<file path="src/rtl/i2c_scl_engine_if.sv">
// Command/strobe bundle between the I2C SCL engine and its command source / SDA block.
interface i2c_scl_engine_if;
   logic       Cmd_Valid;
   logic [1:0] Cmd;
   logic       Cmd_Ready;
   logic       Scl_Oe;
   logic       Scl_In;
   logic       Sda_Update;
   logic       Sda_Sample;
   logic       Start_Strobe;
   logic       Stop_Strobe;
   logic [3:0] Bit_Index;
   logic       Done;
   logic       Cmd_Err;
   logic       Timeout;

   modport master (
      output Cmd_Valid, Cmd, Scl_In,
      input  Cmd_Ready, Scl_Oe, Sda_Update, Sda_Sample, Start_Strobe, Stop_Strobe,
             Bit_Index, Done, Cmd_Err, Timeout
   );

   modport slave (
      input  Cmd_Valid, Cmd, Scl_In,
      output Cmd_Ready, Scl_Oe, Sda_Update, Sda_Sample, Start_Strobe, Stop_Strobe,
             Bit_Index, Done, Cmd_Err, Timeout
   );
endinterface

</file>
<file path="src/rtl/i2c_scl_engine.sv">
// Command-driven I2C SCL generator with SDA phase strobes.
// Optional clock stretching with timeout when SCL_STRETCH_EN is defined.
module i2c_scl_engine #(
   parameter int HALF_PERIOD     = 20,
   parameter int BITS_PER_FRAME  = 9,
   parameter int STRETCH_TIMEOUT = 1000
) (
   input logic             clk,
   input logic             rst,
   i2c_scl_engine_if.slave bus
);
   localparam int               CNT_W    = $clog2(HALF_PERIOD);
   localparam logic [CNT_W-1:0] MID      = CNT_W'(HALF_PERIOD / 2);
   localparam logic [CNT_W-1:0] LAST     = CNT_W'(HALF_PERIOD - 1);
   localparam logic [CNT_W-1:0] CNT_ONE  = CNT_W'(1);
   localparam logic [3:0]       LAST_BIT = 4'(BITS_PER_FRAME - 1);

   localparam logic [1:0] CMD_START = 2'b00;
   localparam logic [1:0] CMD_FRAME = 2'b01;
   localparam logic [1:0] CMD_STOP  = 2'b10;

   typedef enum logic [2:0] {
      S_IDLE, S_HOLD, S_RS_LOW, S_ST_HIGH, S_F_LOW, S_F_HIGH, S_P_LOW, S_P_HIGH
   } state_t;

   state_t           state_q, state_d;
   logic [CNT_W-1:0] cnt_q, cnt_d;
   logic [3:0]       bit_q, bit_d;
   logic             scl_oe_q, scl_oe_d;
   logic             done_q, done_d;
   logic             err_q, err_d;
   logic             timeout_q, timeout_d;

   logic accept;
   logic busy;
   logic high_half;
   logic hold_cnt;
   logic stretch_expired;
   logic half_end;
   logic at_mid;

   assign accept    = bus.Cmd_Valid && bus.Cmd_Ready;
   assign busy      = (state_q != S_IDLE) && (state_q != S_HOLD);
   assign high_half = (state_q == S_ST_HIGH) || (state_q == S_F_HIGH) || (state_q == S_P_HIGH);

`ifdef SCL_STRETCH_EN
   localparam int ST_W = $clog2(STRETCH_TIMEOUT + 1);

   logic            scl_in_p0, scl_in_p1;
   logic [ST_W-1:0] str_q, str_d;

   // Two-flop synchroniser for the asynchronous SCL pin readback
   always_ff @(posedge clk) begin
      scl_in_p0 <= bus.Scl_In;
      scl_in_p1 <= scl_in_p0;
   end

   // A high half does not start counting until the line is actually seen high
   assign hold_cnt        = high_half && (cnt_q == '0) && !scl_in_p1;
   assign stretch_expired = hold_cnt && (str_q == ST_W'(STRETCH_TIMEOUT - 1));

   always_comb begin
      str_d = '0;
      if (hold_cnt) str_d = str_q + ST_W'(1);
   end

   always_ff @(posedge clk) begin
      if (rst) str_q <= '0;
      else     str_q <= str_d;
   end
`else
   localparam int unused_stretch_timeout = STRETCH_TIMEOUT;
   logic unused_scl_in;

   assign unused_scl_in   = bus.Scl_In;
   assign hold_cnt        = 1'b0;
   assign stretch_expired = 1'b0;
`endif

   assign half_end = !hold_cnt && (cnt_q == LAST);
   assign at_mid   = (cnt_q == MID);

   always_comb begin
      state_d   = state_q;
      cnt_d     = cnt_q;
      bit_d     = bit_q;
      scl_oe_d  = scl_oe_q;
      done_d    = 1'b0;
      err_d     = 1'b0;
      timeout_d = 1'b0;

      if (busy && !hold_cnt) cnt_d = half_end ? '0 : cnt_q + CNT_ONE;

      case (state_q)
         S_IDLE: begin
            if (accept) begin
               cnt_d = '0;
               if (bus.Cmd == CMD_START) state_d = S_ST_HIGH;
               else                      err_d   = 1'b1;
            end
         end
         S_HOLD: begin
            if (accept) begin
               cnt_d = '0;
               case (bus.Cmd)
                  CMD_START: state_d = S_RS_LOW;
                  CMD_FRAME: state_d = S_F_LOW;
                  CMD_STOP:  state_d = S_P_LOW;
                  default:   err_d   = 1'b1;
               endcase
            end
         end
         S_RS_LOW: begin
            if (half_end) begin
               state_d  = S_ST_HIGH;
               scl_oe_d = 1'b0;
            end
         end
         S_ST_HIGH: begin
            if (half_end) begin
               state_d  = S_HOLD;
               scl_oe_d = 1'b1;
               done_d   = 1'b1;
            end
         end
         S_F_LOW: begin
            if (half_end) begin
               state_d  = S_F_HIGH;
               scl_oe_d = 1'b0;
            end
         end
         S_F_HIGH: begin
            if (half_end) begin
               scl_oe_d = 1'b1;
               if (bit_q == LAST_BIT) begin
                  state_d = S_HOLD;
                  bit_d   = '0;
                  done_d  = 1'b1;
               end else begin
                  state_d = S_F_LOW;
                  bit_d   = bit_q + 4'd1;
               end
            end
         end
         S_P_LOW: begin
            if (half_end) begin
               state_d  = S_P_HIGH;
               scl_oe_d = 1'b0;
            end
         end
         S_P_HIGH: begin
            if (half_end) begin
               state_d = S_IDLE;
               done_d  = 1'b1;
            end
         end
         default: state_d = S_IDLE;
      endcase

      // A slave that never releases SCL forfeits the transfer
      if (stretch_expired) begin
         state_d   = S_IDLE;
         cnt_d     = '0;
         bit_d     = '0;
         scl_oe_d  = 1'b0;
         done_d    = 1'b0;
         timeout_d = 1'b1;
      end
   end

   always_ff @(posedge clk) begin
      if (rst) begin
         state_q   <= S_IDLE;
         cnt_q     <= '0;
         bit_q     <= '0;
         scl_oe_q  <= 1'b0;
         done_q    <= 1'b0;
         err_q     <= 1'b0;
         timeout_q <= 1'b0;
      end else begin
         state_q   <= state_d;
         cnt_q     <= cnt_d;
         bit_q     <= bit_d;
         scl_oe_q  <= scl_oe_d;
         done_q    <= done_d;
         err_q     <= err_d;
         timeout_q <= timeout_d;
      end
   end

   assign bus.Cmd_Ready    = !rst && !busy;
   assign bus.Scl_Oe       = scl_oe_q;
   assign bus.Sda_Update   = at_mid && ((state_q == S_RS_LOW) || (state_q == S_F_LOW) ||
                                        (state_q == S_P_LOW));
   assign bus.Sda_Sample   = at_mid && (state_q == S_F_HIGH);
   assign bus.Start_Strobe = at_mid && (state_q == S_ST_HIGH);
   assign bus.Stop_Strobe  = at_mid && (state_q == S_P_HIGH);
   assign bus.Bit_Index    = bit_q;
   assign bus.Done         = done_q;
   assign bus.Cmd_Err      = err_q;
   assign bus.Timeout      = timeout_q;
endmodule

</file>
<file path="src/flat_wrapper.sv">
// flat-port wrapper written by rule: the top's interface ports become plain ports
module i2c_scl_engine_flat 
#(
   parameter int HALF_PERIOD     = 20,
   parameter int BITS_PER_FRAME  = 9,
   parameter int STRETCH_TIMEOUT = 1000
)
  (clk, rst, bus_Cmd_Valid, bus_Cmd, bus_Scl_In, bus_Cmd_Ready, bus_Scl_Oe, bus_Sda_Update, bus_Sda_Sample, bus_Start_Strobe, bus_Stop_Strobe, bus_Bit_Index, bus_Done, bus_Cmd_Err, bus_Timeout);
  i2c_scl_engine_if bus_i ();
  input logic clk;
  input logic rst;
  input wire logic [$bits(bus_i.Cmd_Valid)-1:0] bus_Cmd_Valid;
  input wire logic [$bits(bus_i.Cmd)-1:0] bus_Cmd;
  input wire logic [$bits(bus_i.Scl_In)-1:0] bus_Scl_In;
  output wire logic [$bits(bus_i.Cmd_Ready)-1:0] bus_Cmd_Ready;
  output wire logic [$bits(bus_i.Scl_Oe)-1:0] bus_Scl_Oe;
  output wire logic [$bits(bus_i.Sda_Update)-1:0] bus_Sda_Update;
  output wire logic [$bits(bus_i.Sda_Sample)-1:0] bus_Sda_Sample;
  output wire logic [$bits(bus_i.Start_Strobe)-1:0] bus_Start_Strobe;
  output wire logic [$bits(bus_i.Stop_Strobe)-1:0] bus_Stop_Strobe;
  output wire logic [$bits(bus_i.Bit_Index)-1:0] bus_Bit_Index;
  output wire logic [$bits(bus_i.Done)-1:0] bus_Done;
  output wire logic [$bits(bus_i.Cmd_Err)-1:0] bus_Cmd_Err;
  output wire logic [$bits(bus_i.Timeout)-1:0] bus_Timeout;
  assign bus_i.Cmd_Valid = bus_Cmd_Valid;
  assign bus_i.Cmd = bus_Cmd;
  assign bus_i.Scl_In = bus_Scl_In;
  assign bus_Cmd_Ready = bus_i.Cmd_Ready;
  assign bus_Scl_Oe = bus_i.Scl_Oe;
  assign bus_Sda_Update = bus_i.Sda_Update;
  assign bus_Sda_Sample = bus_i.Sda_Sample;
  assign bus_Start_Strobe = bus_i.Start_Strobe;
  assign bus_Stop_Strobe = bus_i.Stop_Strobe;
  assign bus_Bit_Index = bus_i.Bit_Index;
  assign bus_Done = bus_i.Done;
  assign bus_Cmd_Err = bus_i.Cmd_Err;
  assign bus_Timeout = bus_i.Timeout;
  i2c_scl_engine #(.HALF_PERIOD(HALF_PERIOD), .BITS_PER_FRAME(BITS_PER_FRAME), .STRETCH_TIMEOUT(STRETCH_TIMEOUT)) u_core (.clk(clk), .rst(rst), .bus(bus_i));
endmodule
</file>
<file path="config.mk">
export PLATFORM = sky130hd
export DESIGN_NAME = i2c_scl_engine_flat
export DESIGN_NICKNAME = d
export VERILOG_FILES = /design/src/rtl/i2c_scl_engine_if.sv /design/src/rtl/i2c_scl_engine.sv /design/src/flat_wrapper.sv
export SDC_FILE = /design/constraint.sdc
export NUM_CORES = 1
export LEC_CHECK = 0
export BUFFER_PORTS_ARGS = -buffer_cell sky130_fd_sc_hd__clkbuf_2
export CORE_ASPECT_RATIO = 1.75
export CORE_MARGIN = 5
export CORE_UTILIZATION = 35
export DETAILED_ROUTE_END_ITERATION = 8
export MAX_ROUTING_LAYER = met4
export SLEW_MARGIN = 40
export SYNTH_ARGS = -nofsm -noshare
export SYNTH_HDL_FRONTEND = slang
export SYNTH_SLANG_ARGS = --single-unit
</file>
<file path="constraint.sdc">
create_clock -name clk -period 2 [get_ports clk]
set_input_delay 0.4 -clock clk [delete_from_list [all_inputs] [get_ports clk]]
set_output_delay 0.4 -clock clk [all_outputs]
set_load 0.02 [all_outputs]
</file>
Yosys cells after proc, flatten, opt, wreduce, memory -nomap -nowiden
Index checks and enable logic that the tools add are counted.
{ "totals": {"ff_bits": 15, "latch_bits": 0, "mem_bits_rw": 0, "mem_bits_ro": 0, "in_bits": 6, "out_inout_bits": 13, "wordCells": 85, "memories": 0} }
{ "op_classes": {"addsub": 2, "mul": 0, "n_div": 0, "n_lt_le_gt_ge": 0, "n_eq_ne": 25, "shift": 0, "n_mux": 29, "bitwise_logic": 0, "reduce_logical": 23} }
{ "op_table": {"columns": ["operator", "n"], "rows": [
  ["2-to-1 mux 3 bit", 10],
  ["one-hot mux 3 bit (8 select lines)", 1],
  ["inequality test 2 x 1 -> 1 bit, second input constant", 11],
  ["2-to-1 mux 5 bit", 4],
  ["equality test 3 bit, second input constant", 4],
  ["AND reduction 10 bit", 1],
  ["2-to-1 mux 1 bit", 9],
  ["one-hot mux 3 bit (3 select lines)", 1],
  ["logical AND 1 bit", 7],
  ["equality test 3 x 2 -> 1 bit, second input constant", 2],
  ["one-hot mux 1 bit (2 select lines)", 3],
  ["OR reduction 2 bit", 3],
  ["OR reduction 3 bit", 2],
  ["adder 5 x 1 -> 5 bit, second input constant", 1],
  ["equality test 5 x 4 -> 1 bit, second input constant", 1],
  ["equality test 5 bit, second input constant", 1],
  ["adder 4 x 1 -> 4 bit, second input constant", 1],
  ["equality test 4 bit, second input constant", 1],
  ["2-to-1 mux 4 bit", 1],
  ["inequality test 4 x 1 -> 1 bit, second input constant", 1],
  ["equality test 3 x 1 -> 1 bit, second input constant", 1],
  ["logical NOT 3 bit", 1],
  ["inequality test 3 x 1 -> 1 bit, second input constant", 1],
  ["AND reduction 3 bit", 1],
  ["other kinds (8)", 10]
]} }

Logic depth before layout (Yosys ltp)
{ "depth": {"word_depth": 7, "ltp_mapped": 5, "ltp_nobuf": 5} }

Worst setup path after synthesis
No wires, ideal clock.
{ "synth_path": {"kind": "register to output", "startpoint": "reg u_core.cnt_q[0]", "endpoint": "out bus_Sda_Update", "t_arrival_ns": 1.267, "t_required_ns": 1.600, "slack_ns": 0.333, "stages_incl_launch_ff": 5, "n_path_buf": 0, "cell_sequence": "dfxtp_1 inv_1 ha_1 and4bb_2 nor3b_1"} }
{ "synth_between": {"elab_chain_len": 2} }
{ "synth_lines": {"columns": ["item", "line_no", "rtl"], "rows": [
  ["from (decl)", "i2c_scl_engine.sv:27", "logic [CNT_W-1:0] cnt_q, cnt_d;"],
  ["from (signal assigned)", "i2c_scl_engine.sv:182", "cnt_q <= cnt_d;"],
  ["equality test 5 x 4 -> 1 bit", "i2c_scl_engine.sv:81", "assign at_mid = (cnt_q == MID);"],
  ["logical AND 1 bit", "i2c_scl_engine.sv:193", "assign bus.Sda_Update = at_mid && ((state_q == S_RS_LOW) || (state_q == S_F_LOW) ||"],
  ["to (decl)", "flat_wrapper.sv:17", "output wire logic [$bits(bus_i.Sda_Update)-1:0] bus_Sda_Update;"]
]} }
Every way passes these cells.

Final worst setup path
{ "layout_path": {"startpoint": "reg u_core.cnt_q[0]", "endpoint": "out bus_Stop_Strobe"} }
{ "layout_between": {"elab_chain_len": 2} }
{ "layout_lines": {"columns": ["item", "line_no", "rtl"], "rows": [
  ["equality test 5 x 4 -> 1 bit", "i2c_scl_engine.sv:81", null],
  ["logical AND 1 bit", "i2c_scl_engine.sv:197", "assign bus.Stop_Strobe = at_mid && (state_q == S_P_HIGH);"],
  ["to (decl)", "flat_wrapper.sv:20", "output wire logic [$bits(bus_i.Stop_Strobe)-1:0] bus_Stop_Strobe;"]
]} }
Every way passes these cells.

==> flow_summary.ini <==
[setup_path]
critPathRequiredTime_ns = 1.60
ff2ff_setup_slack_ns = 0.39
cp_max_fo = 4
arrival_ns = 1.44
worstSetupPathType = reg2out
slowest_delay_ns = 0.34
critPathLaunchType = register
timing.rr.start = u_core.state_q[2]
crit_path_cell_trace = inv_1 -> ha_1 -> and4bb_2 -> nand3_1 -> nor2_1 -> clkbuf_2
rr_worst_depth = 3
end_kind = output pin
crit_slowest_cell = dfxtp_1
r2r-end = u_core.state_q[0]

[clock_network]
cts-root-buf = clkbuf_8
cts_made_buffers = 3
clock-sinks = 15
cts_tree = built
clk_pin_slew_worst_paths_ns = 0.07
cts_setup_buffers = 0
h-tree-depth = 1
clock_latency_ns = 0.25
clockBufferDepth = 2
post_cts_resized = 0
hold_buffers = 0

[floorplanning]
initial_core_util_pct = 36.2
rows = 25
design.portCount = 19
fp.dieArea_mm2 = 0.00398
die_h_um = 79.8
die_x_um = 49.9
core_mm2 = 0.00269

[global_route]
grt_max_degree = 17
overflow = 0
antenna_found_initial = 0
grt_pass1_wl_um = 3880
grt_usage_pct = 12.3
grt_pass1_vias = 818

[sta]
hold_viol = 0
fin_crit_sh_pct = 92.0
max_freq_mhz = 544
relSlewSlack_pct = 66.0
final-max-slew-violation-count = 0
fin_crit_ns = 1.84
tns_ns = 0
finalSetupViolCount = 0
tightest_slew_ns = 0.509
rsz0062_at_grt = false
whs_ns = 0.501
skew_ns = 0.00545

[finish]
drive_gt1_share_pct = 20.9
antenna-diode-count = 0
final_nets = 148
area_delta_synth_final_pct = 14.4
fin_area_mm2 = 0.00111

[placement]
globalplace.congestion = 0.866
dpl_cell_area_mm2 = 0.00107
hpwlAfterDp_um = 1650
io_buffers = 16

[yosys]
synthTopCellsByCount = dfxtp_1, a21oi_1, inv_1, o21ai_0, ha_1
synth_cell_type_count = 41
ys_ff_latch = 15
yosysMostFrequentCell = dfxtp_1
postSynthAreaPerCell_um2 = 8.11
synth_top_area_share_pct = 30.8
postSynthCellCount = 120
yosysTopAreaCell = dfxtp_1
synth_edf_count = 0
ys_top_cells_by_area = dfxtp_1, ha_1, a21oi_1
ys_async_sr_fraction_pct = 0
synth_seq_area_share_pct = 30.8
syn-cell-area_um2 = 973
synthFlopType = dfxtp_1
synth_fp_nets = 133
yosys_warnings = 0

[hold_path]
holdCritStartpoint = bus_Cmd_Valid
min_path_cells = 3
whs_endpoint = u_core.cnt_q[1]
hold_class = in2reg

[pwr]
ir_drop_uv = 525
p_per_area_mw_per_mm2 = 653
power_leakage_nw = 0.455

[status]
status = finished, final reports clean

[route]
firstDrtPassIters = 4
ant_nets = 0
drc = 0
via_count = 918
drtIter0Drc = 14
routed_wl_um = 2280
routedWlPerCell_um = 14.2
vias_per_cell = 5.70

[job]
maxCapViolations = 0
-- power breakdown --
| group | total [mW] | switching (mW) | internal, mW |
|---|---|---|---|
| Sequential | 0.347 | 0.0332 | 0.313 |
| Combinational | 0.123 | 0.0734 | 0.0496 |
| Clock | 0.258 | 0.119 | 0.138 |
| Total | 0.727 | 0.226 | 0.501 |
-- per-stage QoR --
step,util (%),worst slack (ns),total power [mW],instances
after floorplan,-,0.333,0.441,120
after global placement,39.6,0.337,0.470,157
after detailed placement,39.6,0.328,0.474,157
after CTS,41.3,0.0963,0.725,161
after global routing,41.4,0.0363,0.755,161
final,41.4,0.161,0.727,161
-- worst max path at each step --
stage                              endpoint  slack (ns)         startpoint
final                       bus_Stop_Strobe        0.16    u_core.cnt_q[0]
after global routing        bus_Stop_Strobe        0.04    u_core.cnt_q[0]
after CTS                    bus_Sda_Update         0.1  u_core.state_q[2]
after detailed placement  u_core.state_q[2]        0.33      bus_Cmd_Valid
after global placement    u_core.state_q[2]        0.34      bus_Cmd_Valid
after floorplan              bus_Sda_Update        0.33    u_core.cnt_q[0]
-- cells by family (layout without fill, tap and decap cells) --
family          count (synthesis)  in the layout  synth area share (%)
flops                          15             15                  30.8
simple gates                   42             42                  27.6
fa+ha+maj                       7              7                  9.00
other cells                     1              1                 0.385
mux                             1              1                  1.16
buf+inv                        17             31                  7.20
compound gates                 37             37                  23.8
-- registers in the layout, summed over array words and instances, names as in the netlist --
| signal | count |
|---|---|
| u_core.bus.Scl_Oe | 1 |
| u_core.state_q | 3 |
| u_core.bus.Cmd_Err | 1 |
| u_core.bus.Bit_Index | 4 |
| u_core.cnt_q | 5 |
| u_core.bus.Done | 1 |
-- layout by cell type, fill, tap and decap left out, types with 5 or more instances in the layout --
| cell type | Yosys | layout |
|---|---|---|
| nor2_1 | 6 | 6 |
| ha_1 | 7 | 7 |
| dfxtp_1 | 15 | 14 |
| o21ai_0 | 9 | 9 |
| a21oi_1 | 12 | 12 |
| clkbuf_2 | 0 | 16 |
| inv_1 | 9 | 9 |
| nand3_1 | 5 | 5 |
-- final cells by class --
class | count | area [um^2]
Sequential cell | 15 | 302
Inverter | 9 | 33.8
Clock inverter | 1 | 5.00
Multi-Input combinational cell | 88 | 603
Fill cell | 277 | 1580
Clock buffer | 3 | 41.3
Timing Repair Buffer | 18 | 95.1
Tap cell | 27 | 33.8
-- worst max-delay path, delay by kind of cell (launching register included) --
kind	cells	cell delay [ns]
fa+ha+maj	1	0.13
buf+inv	2	0.25
flops	1	0.34
simple gates	3	0.47
-- metal layers --
| metal | wire length, um | GRT usage [%] | vias up | share of wire [%] |
|---|---|---|---|---|
| li1 | - | - | 465 | - |
| met1 | 1010 | 14.4 | 426 | 44 |
| met2 | 1140 | 20.8 | 25 | 50 |
| met3 | 103 | 2.24 | 2 | 4.5 |
| met4 | 25 | 3.94 | 0 | 1.1 |
| met5 | 0 | - | - | 0 |
Power figures use the tool's default switching activity.
